**src/rtl/rtc_bus_arbiter.sv**
```systemverilog
// rtl/rtc_bus_arbiter.sv - round-robin arbiter and sequencer for the shared RTC address/data bus
// Grants one of three requesters and runs ADDR, TURN, DATA, RECOV phases on its behalf.
module rtc_bus_arbiter #(
  parameter int PHASE_CYC = 4
) (
  input  logic        clk,
  input  logic        reset,
  input  logic [2:0]  req,
  input  logic [2:0]  wr,
  input  logic [23:0] addr_in,
  input  logic [23:0] wdata_in,
  input  logic [7:0]  bus_in,
  output logic [7:0]  bus_out,
  output logic        bus_oe,
  output logic        A_D,
  output logic        W_R,
  output logic        R_D,
  output logic        cs,
  output logic [2:0]  grant,
  output logic [2:0]  done,
  output logic [7:0]  rdata,
  output logic        busy
);

  localparam logic [2:0] S_IDLE  = 3'd0;
  localparam logic [2:0] S_ADDR  = 3'd1;
  localparam logic [2:0] S_TURN  = 3'd2;
  localparam logic [2:0] S_DATA  = 3'd3;
  localparam logic [2:0] S_RECOV = 3'd4;

  localparam logic [7:0] CNT_LOAD = 8'(PHASE_CYC - 1);

  logic [2:0] state;
  logic [7:0] cnt;
  logic [1:0] last_grant;
  logic       lat_wr;
  logic [7:0] lat_addr;
  logic [7:0] lat_wdata;
  logic [1:0] win;
  logic [1:0] cand;

  function automatic logic [1:0] rr_idx(input logic [1:0] base, input int step);
    int s;
    s = (int'(base) + step) % 3;
    return 2'(s);
  endfunction

  // Scan from the farthest candidate back to the nearest so the nearest set request wins.
  always_comb begin
    win  = last_grant;
    cand = last_grant;
    for (int i = 3; i >= 1; i--) begin
      cand = rr_idx(last_grant, i);
      if (req[cand]) win = cand;
    end
  end

  always_ff @(posedge clk or posedge reset) begin
    if (reset) begin
      state      <= S_IDLE;
      cnt        <= 8'd0;
      last_grant <= 2'd2;
      lat_wr     <= 1'b0;
      lat_addr   <= 8'h00;
      lat_wdata  <= 8'h00;
      bus_out    <= 8'h00;
      bus_oe     <= 1'b0;
      A_D        <= 1'b0;
      W_R        <= 1'b0;
      R_D        <= 1'b0;
      cs         <= 1'b0;
      grant      <= 3'b000;
      done       <= 3'b000;
      rdata      <= 8'h00;
      busy       <= 1'b0;
    end else begin
      done <= 3'b000;
      case (state)
        S_IDLE: begin
          if (|req) begin
            state      <= S_ADDR;
            cnt        <= CNT_LOAD;
            last_grant <= win;
            grant      <= 3'b001 << win;
            lat_wr     <= wr[win];
            lat_addr   <= addr_in[{win, 3'b000} +: 8];
            lat_wdata  <= wdata_in[{win, 3'b000} +: 8];
            bus_out    <= addr_in[{win, 3'b000} +: 8];
            bus_oe     <= 1'b1;
            A_D        <= 1'b1;
            cs         <= 1'b1;
            busy       <= 1'b1;
          end
        end
        S_ADDR: begin
          if (cnt == 8'd0) begin
            state  <= S_TURN;
            A_D    <= 1'b0;
            bus_oe <= lat_wr;
            // A read leaves the address on bus_out; only bus_oe drops.
            if (lat_wr) bus_out <= lat_wdata;
          end else begin
            cnt <= cnt - 8'd1;
          end
        end
        S_TURN: begin
          state <= S_DATA;
          cnt   <= CNT_LOAD;
          W_R   <= lat_wr;
          R_D   <= ~lat_wr;
        end
        S_DATA: begin
          if (cnt == 8'd0) begin
            state  <= S_RECOV;
            cnt    <= CNT_LOAD;
            W_R    <= 1'b0;
            R_D    <= 1'b0;
            cs     <= 1'b0;
            bus_oe <= 1'b0;
            done   <= grant;
            if (!lat_wr) rdata <= bus_in;
          end else begin
            cnt <= cnt - 8'd1;
          end
        end
        S_RECOV: begin
          if (cnt == 8'd0) begin
            state <= S_IDLE;
            grant <= 3'b000;
            busy  <= 1'b0;
          end else begin
            cnt <= cnt - 8'd1;
          end
        end
        default: state <= S_IDLE;
      endcase
    end
  end

endmodule

```
**config.mk**
```make
export PLATFORM = sky130hd
export DESIGN_NAME = rtc_bus_arbiter
export DESIGN_NICKNAME = d
export VERILOG_FILES = /design/src/rtl/rtc_bus_arbiter.sv
export SDC_FILE = /design/constraint.sdc
export NUM_CORES = 1
export LEC_CHECK = 0
export ABC_AREA = 1
export CAP_MARGIN = 15
export CORE_UTILIZATION = 47
export CTS_CLUSTER_SIZE = 14
export DETAILED_ROUTE_END_ITERATION = 10
export GPL_TIMING_DRIVEN = 0
export PLACE_DENSITY = 0.81
export SETUP_SLACK_MARGIN = 0.5
export SYNTH_ARGS = -nofsm -noshare
export SYNTH_HDL_FRONTEND = slang
export SYNTH_SLANG_ARGS = --single-unit
export TNS_END_PERCENT = 5
```
**constraint.sdc**
```tcl
create_clock -name clk -period 2.25 [get_ports clk]
set_input_delay 0.675 -clock clk [delete_from_list [all_inputs] [get_ports clk]]
set_output_delay 0.675 -clock clk [all_outputs]
set_load 0.01 [all_outputs]
```
# Yosys cells after proc, flatten, opt, wreduce, memory -nomap -nowiden
# Index checks and enable logic that the tools add are counted.
[classes]
n_div = 3
bitwise_logic = 1
mul = 0
add_sub_neg = 4
shifts = 3
order_cmp = 4
n_reduce_logical = 20
n_mux = 37
n_eq_ne = 10
[ops]
columns = ["cell", "n"]
rows = [
  ["$mod A32 B3 Y32 const B", 3],
  ["$mux W8", 6],
  ["$shiftx A24 B6 Y8", 2],
  ["$pmux W8 S4", 1],
  ["$mux W3", 7],
  ["$pmux W8 S2", 1],
  ["$pmux W3 S5", 1],
  ["$reduce_and A3 Y1", 5],
  ["$lt A2 B3 Y1 const B", 4],
  ["$ne A2 B2 Y1 const B", 6],
  ["$reduce_and A4 Y1", 3],
  ["$pmux W1 S2", 5],
  ["$bmux W1 S2", 4],
  ["$logic_not A8 Y1", 1],
  ["$reduce_bool A2 Y1", 4],
  ["$sub A8 B1 Y8 const B", 1],
  ["$mux W1", 7],
  ["$add A2 B2 Y3 const B", 2],
  ["$eq A3 B2 Y1 const B", 2],
  ["$mux W2", 3],
  ["$pmux W3 S2", 1],
  ["$reduce_and A2 Y1", 2],
  ["$reduce_bool A4 Y1", 1],
  ["$add A2 B1 Y3 const B", 1],
  ["other kinds (9)", 9],
]
[totals]
in_bits = 64
mem_bits_ro = 0
out_inout_bits = 28
wordCells = 97
mem_bits_rw = 0
register_bits = 50
latchBits = 0
mem_count = 0

# Depth between registers and ports, before layout
# Gate-level depths: netlist (run 1).
[depth]
depth_word = 10
ltp_mapped = 15
depth_no_buf = 14

# Worst setup path before layout (run 1)
# Ideal clock, no wire load.
[synth_path]
path_kind = "reg-to-reg"
start = "register last_grant[1]"
end = "register lat_wdata[0]"
setup_time_ps = 71
required_time_ps = 2179
path_buffers = 2
synth_period_minus_slack_ps = 1948
t_arrival_ps = 1876
path_slack_ps = 302
path_stages_with_launch = 13
cell_sequence = "dfstp_2 -> ha_1 -> o21ai_1 -> nand2_1 -> a21boi_1 -> nand2_4 -> nand2_4 -> buf_8 -> buf_8 -> nand3_2 -> nand2_1 -> nor2_1 -> nor2_1"
[synth_between]
elab_chain_cells = 8
word_cells_on_any_way = 16
classes_between = "3 x add/sub; 3 x div; 1 x shift; 9 x mux"
[synth_lines]
columns = ["element", "line", "source"]
rows = [
  ["from (decl)", "35", "logic [1:0] last_grant;"],
  ["from (signal assigned)", "83", "last_grant <= win;"],
  ["$add A2 B2 Y3", "44", "s = (int'(base) + step) % 3;"],
  ["$mod A32 B3 Y32", "44", ""],
  ["$bmux W1 S2", "54", "if (req[cand]) win = cand;"],
  ["$mux W1 (not written as such)", "54", ""],
  ["$mux W2 (2 in series)", "54", ""],
  ["$mux W2 (*)", "54", ""],
  ["$shiftx A24 B6 Y8 (*)", "87", "lat_wdata <= wdata_in[{win, 3'b000} +: 8];"],
  ["to (signal assigned)", "87", ""],
  ["to (decl)", "38", "logic [7:0] lat_wdata;"],
]
# Mark *: on every way between the ends. The rest lies on a longest branch, timed or not. The select of a mux whose other input is x is not followed.
# A chain may end at the register's enable or synchronous reset.

# Final worst setup path (run 1)
[layout_path]
start = "register last_grant[1]"
end = "register bus_out[4]"
[layout_between]
elab_chain_cells = 10
word_cells_on_any_way = 18
classes_between = "3 x add/sub; 3 x div; 1 x shift; 11 x mux"
[layout_lines]
columns = ["element", "line", "source"]
rows = [
  ["$add A2 B2 Y3", "44", ""],
  ["$mod A32 B3 Y32", "44", ""],
  ["$bmux W1 S2", "54", ""],
  ["$mux W1 (not written as such)", "54", ""],
  ["$mux W2 (2 in series)", "54", ""],
  ["$mux W2 (*)", "54", ""],
  ["$shiftx A24 B6 Y8 (*)", "88", "bus_out <= addr_in[{win, 3'b000} +: 8];"],
  ["$mux W8 (*)", "80", "if (|req) begin"],
  ["$pmux W8 S2 (*)", "78", "case (state)"],
  ["to (signal assigned)", "88", ""],
  ["to (signal assigned)", "101", "if (lat_wr) bus_out <= lat_wdata;"],
  ["to (decl)", "13", "output logic [7:0] bus_out,"],
]
# Marks and branches as above.

==> results of run 1 <==
metrics by stage:
stage,cells,hold slack [ns]
floorplan,372,0.433
global placement,538,0.448
detailed placement,538,0.462
CTS,554,0.483
global route,564,0.500
finish,564,0.481
where the power goes:
part / switching, mW / total, mW / internal [mW]
clock: 0.296 / 0.628 / 0.332
combinational: 0.246 / 0.515 / 0.269
sequential: 0.0127 / 0.931 / 0.918
total: 0.555 / 2.07 / 1.52
critical path, stage by stage (launching register included):
cell     delay (ns)
dfstp_2        0.58
inv_2          0.07
ha_4           0.17
inv_4          0.07
nand3_2        0.08
nand2_1        0.08
nand2_1        0.05
nand2_1        0.07
nand2_2        0.09
nand2_4        0.11
nand2_4        0.10
buf_6          0.14
nand4_1        0.06
nand2_1        0.06
o21ai_1        0.15
nand2_1        0.08
cell families after synthesis:
kind of cell	after synthesis
AND/OR/NAND/NOR	225
flip-flops	50
buffers and inverters	46
AO/OA/AOI/OAI	38
multiplexers	8
adder cells (fa/ha/maj)	5
area by class of cell:
class                   instances  area share (%)
clock inverters                 2           0.860
inverters                      35            3.21
well taps                      75            2.15
flip-flops and latches         50            28.7
repair buffers                107            25.0
clock buffers                   6            1.66
plain buffers                  11            2.29
multi-input cells             278            36.1
worst max-delay path by stage:
| stage | to | slack [ns] | depth (start not counted) |
|---|---|---|---|
| after floorplan | lat_wdata[0]$_DFFE_PP0P_ | 0.39 | 14 |
| after global placement | bus_out[6]$_DFFE_PP0P_ | -0.34 | 10 |
| after detailed placement | bus_out[6]$_DFFE_PP0P_ | -0.41 | 10 |
| after CTS | lat_wdata[0]$_DFFE_PP0P_ | 0.25 | 12 |
| after global routing | bus_out[3]$_DFFE_PP0P_ | 0.03 | 15 |
| final | bus_out[4]$_DFFE_PP0P_ | 0.17 | 15 |
flip-flops by register name, summed over array words and instances (netlist names), 2 cells and up:
signal	cells
rdata	8
done	3
state	3
bus_out	8
grant	3
lat_wdata	8
last_grant	2
cnt	8
layout by cell type (no fill, tap or decap), types with 3 or more instances in the layout:
cell / netlist / routed
clkdlybuf4s50_1: 0 / 88
o21ai_1: 11 / 7
nand2_4: 2 / 5
buf_12: 0 / 3
buf_4: 0 / 11
clkbuf_1: 2 / 3
o21ai_0: 11 / 11
nand3_2: 5 / 8
clkbuf_8: 0 / 5
nand3_1: 43 / 39
nor2_1: 48 / 46
dfrtp_1: 49 / 49
nand2_2: 4 / 6
inv_2: 6 / 7
dlygate4sd2_1: 0 / 3
nand2_1: 90 / 86
a21oi_1: 7 / 7
mux2_2: 8 / 8
buf_6: 1 / 5
o21ai_2: 1 / 4
nor2_4: 2 / 3
inv_1: 28 / 24
nand4_1: 21 / 21
nor2_2: 3 / 5
per-layer routing:
metal | vias up | routed length [um] | share of wire (%) | track usage (%)
met2 | 166 | 4190 | 51 | 45.2
met1 | 1424 | 3140 | 38 | 28.8
li1 | 1466 | - | - | -
met5 | - | 0 | 0 | 0
met4 | 0 | 209 | 2.6 | 7.86
met3 | 24 | 643 | 7.9 | 4.20
repair_timing:
action                                  4_1_cts  5_1_grt
gates resized for setup                      19       16
endpoints found under the setup margin       72       71
gates cloned                                  1        5
hold buffers                                  0        0
buffers inserted                              7        4
pin swaps                                    10        3
==> reports/summary.txt, run 1 <==
Final setup fails: 0
GRT Residual Overflow: 0
CTS Buffer Depth: 2
Core Footprint: 0.00592 mm2
Post-synthesis xor/xnor area fraction: 0%
Number of diodes: 0
Most numerous cell in the Yosys netlist: nand2_1
Dpl ws: -0.409 ns
Die ar.: 0.00646 mm2
FF+latch area: 0.00125 mm2
Syn nets: 441
Detailed-route DRC error count: 0
Register area share after synthesis: 43.4%
CTS clk-pin slew, worst paths: 0.09 ns
Total power: 2.07 mW
DRT antenna net count: 0
Largest net degree at the start of global routing: 51
Critical Path End Type: register
Compound-Gate Fraction of Synth Area: 7.76%
Hold path start: cs$_DFFE_PP0P_
Synth Area in Adders: 2.17%
Final Util: 73.7%
H-tree Lvls: 2
Ys Warns: 0
Post-synth EDFFs: 0
RSZ-0062 raised after global routing: true
Slew Limit Headroom: 68.0%
Latest clock arrival within the worst-skew pair: 0.30 ns
Hold Violations, Final: 0
Global-route wire length before repair: 12,300 um
Initial DRC count: 214
Cell Area, Placed: 0.00394 mm2
Placer Congestion: 0.906
Top cells by count, synth: 90 x nand2_1, 49 x dfrtp_1, 48 x nor2_1
Vias: 3,080
Worst hold path class: reg2reg
CP Data Arrival Time: 2.27 ns
Pwr Density: 475 mW/mm2
Critical Path Fanout Max: 5
Crit share post-route: 92.4%
Pleak: 2.05 nW
TritonCTS clock tree: built
FF-to-FF End: bus_out[4]$_DFFE_PP0P_
Hold Path Depth: 2
Flop2flop setup slack: 0.17 ns
Area of the multi-input gates: 0.00158 mm2
Max Cap Viol: 0
Crit start category: register
I/O pin cnt: 92
DIE WIDTH: 80.4 um
Num rows: 28
Critical R2R Launch: last_grant[1]$_DFFE_PP1P_
Critical path origin: last_grant[1]$_DFFE_PP1P_
Area growth syn-to-layout: 51.2%
R2R cell count: 15
Fin. max-slew vios: 0
Count of unique library cells instantiated by Yosys: 37
CTS Sinks: 50
Routed len/inst: 14.5 um
Largest cells by area after synthesis: dfrtp_1 42%, nand2_1 12%, nand3_1 7.5%
Final WL: 8180 um
Syn Inst Count: 372
Filler cell count: 437
Layout net count: 557
Top cell type's share of synthesized area: 42.5%
Synth area leader: dfrtp_1
Share of synthesized flip-flops with an asynchronous set or reset: 100%
Share of cells above drive strength 1: 19.0%
Initial Util: 48.8%
Commonest register cell after synthesis: dfrtp_1
Final setup margin: 0.170 ns
Post-synthesis simple-gate area fraction: 36.3%
Largest family of logic cells by synthesized area: simple AND/OR/NAND/NOR gates
Initial antenna violation count: 0
Worst-margin pin slew: 0.480 ns
HPWL Detailed: 5640 um
WHS Endpoint: cs$_DFFE_PP0P_
Cts bufs inserted: 5
CTS Root Buffer Type: clkbuf_8
Routed vias/inst: 5.46
Post-Syn Area: 0.00289 mm2
Gr usage total: 24.6%
Clock Skews: 0.00633 ns
#FFs+latches synth: 50
Chip height: 80.4 um
Port Buffers: 91
VDD IR max: 0.272 mV
CP Class: reg2reg
F_max: 481 MHz
Syn Area/Cell: 7.76 um2
Multiplexer area fraction after synthesis: 3.12%
CP Data Required Time: 2.44 ns
Setup tns final: 0 ns
Number of global-route vias before repair: 2,801
Design area: 0.00436 mm2
Status: completed
Crit path time final: 2.08 ns
Drt first pass iters: 5
(Power assumes the default switching activity.)
==> run 2: changes to the inputs <==
--- a/config.mk
+++ b/config.mk
@@ -5,14 +5,14 @@
 export SDC_FILE = /design/constraint.sdc
 export NUM_CORES = 1
 export LEC_CHECK = 0
-export ABC_AREA = 1
 export CAP_MARGIN = 15
-export CORE_UTILIZATION = 47
+export CORE_UTILIZATION = 46
 export CTS_CLUSTER_SIZE = 14
 export DETAILED_ROUTE_END_ITERATION = 10
 export GPL_TIMING_DRIVEN = 0
-export PLACE_DENSITY = 0.81
+export PLACE_DENSITY = 0.8
 export SETUP_SLACK_MARGIN = 0.5
+export SLEW_MARGIN = 20
 export SYNTH_ARGS = -nofsm -noshare
 export SYNTH_HDL_FRONTEND = slang
 export SYNTH_SLANG_ARGS = --single-unit
==> run 2 against run 1 <==
Effect of this change: the run now ends with setup timing left; register-to-register slack worse by 0.35 ns; synthesized area down 2.6%; clock power up 27%; via count down 10%; sequential share of layout area down 0.078 points; first-iteration DRC count down 15%; clock skew down 0.0012 ns; highest routed layer unchanged.
==> reports/summary.txt, run 2 <==
Critical path origin: last_grant[1]$_DFFE_PP1P_
Violated checks: setup timing
Crit-path leading delay family: compound AO/OA/AOI/OAI gates
Status: finished with violations
Number of diodes: 0 (unchanged)
Max Cap Viol: 0 (unchanged)
FF-to-FF End: bus_out[3]$_DFFE_PP0P_
Compound-Gate Fraction of Synth Area: 21.1% (+13 points)
Multiplexer area fraction after synthesis: 10.3% (+7.2 points)
CP Class: reg2reg
CTS clk-pin slew, worst paths: 0.10 ns (about the same)
Synth Area in Adders: 2.22% (+0.057 points)
CTS Root Buffer Type: clkbuf_8
Vias: 2,765 (-10%)
H-tree Lvls: 2 (unchanged)
Hold Path Depth: 2 (unchanged)
Seq pwr share: 26.8% (-18 points)
R2R cell count: 8 (-7)
Most numerous cell in the Yosys netlist: dfrtp_1
Final setup margin: -0.176 ns (-0.346 ns)
WHS Endpoint: cs$_DFFE_PP0P_
#FFs+latches synth: 50 (unchanged)
Routed vias/inst: 5.78 (+5.9%)
Largest net degree at the start of global routing: 29 (-43%)
Commonest register cell after synthesis: dfrtp_1
Crit path time final: 2.43 ns (+0.346 ns)
Buffers and inverters on the worst path: 2 (-1)
Latest clock arrival within the worst-skew pair: 0.32 ns (+0.02 ns)
Critical R2R Launch: last_grant[1]$_DFFE_PP1P_
Top cell type's share of synthesized area: 43.6% (+1.1 points)
P_int: 3.56 mW (+130%)
Final setup fails: 26 (+26)
Initial DRC count: 181 (-15%)
Largest cells by area after synthesis: dfrtp_1 44%, o21ai_0 6.4%, mux2_2 6.4%
Proportion of power drawn by the clock network: 13.4% (-17 points)
Post-synth EDFFs: 0 (unchanged)
Sw power: 2.37 mW (+330%)
Crit path cell chain: inv_2, ha_4, or3b_4, o2111ai_2, a2bb2oi_2, buf_6, mux2_4, a221oi_2
Layout net count: 471 (-15%)
Detailed-route DRC error count: 0 (unchanged)
DRT antenna net count: 0 (unchanged)
Ys Warns: 0 (unchanged)
Largest family of logic cells by synthesized area: compound AO/OA/AOI/OAI gates
CTS Buffer Depth: 2 (unchanged)
Share of synthesized flip-flops with an asynchronous set or reset: 100% (unchanged)
Area growth syn-to-layout: 55.7%
Count of unique library cells instantiated by Yosys: 47 (+27%)
Port Buffers: 90 (-1.1%)
Placer Congestion: 0.777 (-14%)
Chip height: 80.2 um (-0.21%)
HPWL Detailed: 5580 um (-1.0%)
Die ar.: 0.00643 mm2 (-0.42%)
DIE WIDTH: 80.2 um (-0.21%)
Routed len/inst: 16.9 um (+16%)
Most frequent cells in the layout: 60 x clkdlybuf4s50_1, 48 x dfrtp_1, 31 x nor2_1
Combinational Power Share: 59.8% (+35 points)
Share of cells above drive strength 1: 25.6% (+6.5 points)
Layout Cells excl Fill: 478 (-15%)
Cell Count Post-Placement: 454 (-16%)
Critical Path Fanout Max: 5 (unchanged)
Worst Hold Slack: 0.485 ns (+0.00442 ns)
CP Data Arrival Time: 2.65 ns (+0.38 ns)
VDD IR max: 0.886 mV (+230%)
TritonCTS clock tree: built
CP peak stage delay: 0.59 ns (about the same)
Commonest non-fill, non-tap cell in the layout: clkdlybuf4s50_1
I/O pin cnt: 92 (unchanged)
Core Footprint: 0.00592 mm2 (unchanged)
Top cells by count, synth: 49 x dfrtp_1, 36 x nor2_1, 36 x o21ai_0
F_max: 412 MHz (-14%)
Total power: 5.94 mW (+190%)
Crit start category: register
Slew Limit Headroom: 61.4% (-6.6 points)
Initial antenna violation count: 0 (unchanged)
RSZ-0062 raised after global routing: true
Clock Skews: 0.00513 ns (-0.00120 ns)
Register area share after synthesis: 44.5% (+1.1 points)
Setup tns final: -2.50 ns (-2.50 ns)
Worst-margin pin slew: 0.574 ns (+0.0942 ns)
Gr usage total: 25.8% (+1.2 points)
Worst hold path class: reg2reg
Dpl ws: -0.723 ns (-0.315 ns)
Cell Area, Placed: 0.00402 mm2 (+2.0%)
Sw frac: 40.0% (+13 points)
Cts bufs inserted: 5 (unchanged)
Pleak: 1.89 nW (-8.0%)
Hold path start: cs$_DFFE_PP0P_
Post-synthesis simple-gate area fraction: 16.2% (-20 points)
Initial Util: 47.5% (-1.2 points)
Worst path slowest cell: dfstp_2
Critical Path End Type: register
Design area: 0.00438 mm2 (+0.37%)
CTS Sinks: 50 (unchanged)
Fin. max-slew vios: 0 (unchanged)
Hold Violations, Final: 0 (unchanged)
Synth area leader: dfrtp_1
Final WL: 8070 um (-1.3%)
Syn nets: 357 (-19%)
Syn Inst Count: 288 (-23%)
CP Data Required Time: 2.47 ns (+0.03 ns)
Post-Syn Area: 0.00281 mm2 (-2.6%)
Number of global-route vias before repair: 2,741 (-2.1%)
Final Util: 74.0% (+0.27 points)
Num rows: 28 (unchanged)
Syn Area/Cell: 9.77 um2 (+26%)
Crit share post-route: 108% (+15 points)
Drt first pass iters: 4 (-1)
Post-synthesis xor/xnor area fraction: 1.87% (+1.9 points)
Flop2flop setup slack: -0.18 ns (-0.35 ns)
Global-route wire length before repair: 12,900 um (+4.9%)
GRT Residual Overflow: 0 (unchanged)
Pwr Density: 1360 mW/mm2 (+190%)
## run 2: logic make-up (layout without fill, tap and decap cells)
logic type,count (synthesis),count (layout)
flops,50,50
xor+xnor,6,6
buf+inv,25,140
mux,27,27
fa+ha+maj,5,5
simple gates,86,86
compound gates,89,89
## run 2: metal layers
metal  up-vias  global-route usage [%]  routed length (um)
li1       1283                       -                   -
met1      1373                    33.5                3520
met2        95                    41.0                3960
met3        14                    5.23                 426
met4         0                    12.0                 169
met5         -                       0                   0
## run 2: how the worst max path moves through the flow
stage	slack [ns]	depth (start not counted)	end
detailed placement	-0.72	8	lat_wdata[5]$_DFFE_PP0P_
floorplan	0.01	7	bus_out[0]$_DFFE_PP0P_
finish	-0.18	8	bus_out[3]$_DFFE_PP0P_
global placement	-0.73	8	lat_wdata[5]$_DFFE_PP0P_
global route	-0.29	8	bus_out[3]$_DFFE_PP0P_
CTS	-0.12	8	bus_out[4]$_DFFE_PP0P_
## run 2: what timing repair did
item	4_1_cts	5_1_grt
setup endpoints to repair	78	50
hold endpoints to repair	0	0
gates resized for setup	57	14
gates cloned	1	0
pin swaps	19	12
hold buffers	0	0
setup buffers	11	4
## run 2: power groups by stage
stage	clock [mW]	combinational, mW	sequential (mW)
after global placement	0	3.17	1.58
after floorplan	0	2.18	1.64
final	0.798	3.55	1.59
after detailed placement	0	3.25	1.60
after global routing	0.831	3.83	1.64
after CTS	0.794	3.40	1.58
## run 2: layout make-up
cell class,count,area [um2]
Multi-Input combinational cell,213,1680
Fill cell,431,1540
Sequential cell,50,1250
Timing Repair Buffer,107,1010
Buffer,18,169
Tap cell,75,93.8
Clock buffer,6,82.6
Clock inverter,2,60.1
Inverter,7,26.3
## run 2: worst reg2reg max path, stage by stage, from the launching register on
cell,delay (ns)
dfstp_2,0.59
inv_2,0.07
ha_4,0.17
or3b_4,0.37
o2111ai_2,0.11
a2bb2oi_2,0.28
buf_6,0.18
mux2_4,0.31
a221oi_2,0.25
==> run 3: changes to the inputs <==
--- a/config.mk
+++ b/config.mk
@@ -5,7 +5,7 @@
 export SDC_FILE = /design/constraint.sdc
 export NUM_CORES = 1
 export LEC_CHECK = 0
-export CAP_MARGIN = 15
+export CAP_MARGIN = 10
 export CORE_UTILIZATION = 46
 export CTS_CLUSTER_SIZE = 14
 export DETAILED_ROUTE_END_ITERATION = 10
==> results of run 3 <==
Final layout, timing and power as in run 2 (identical DEF).
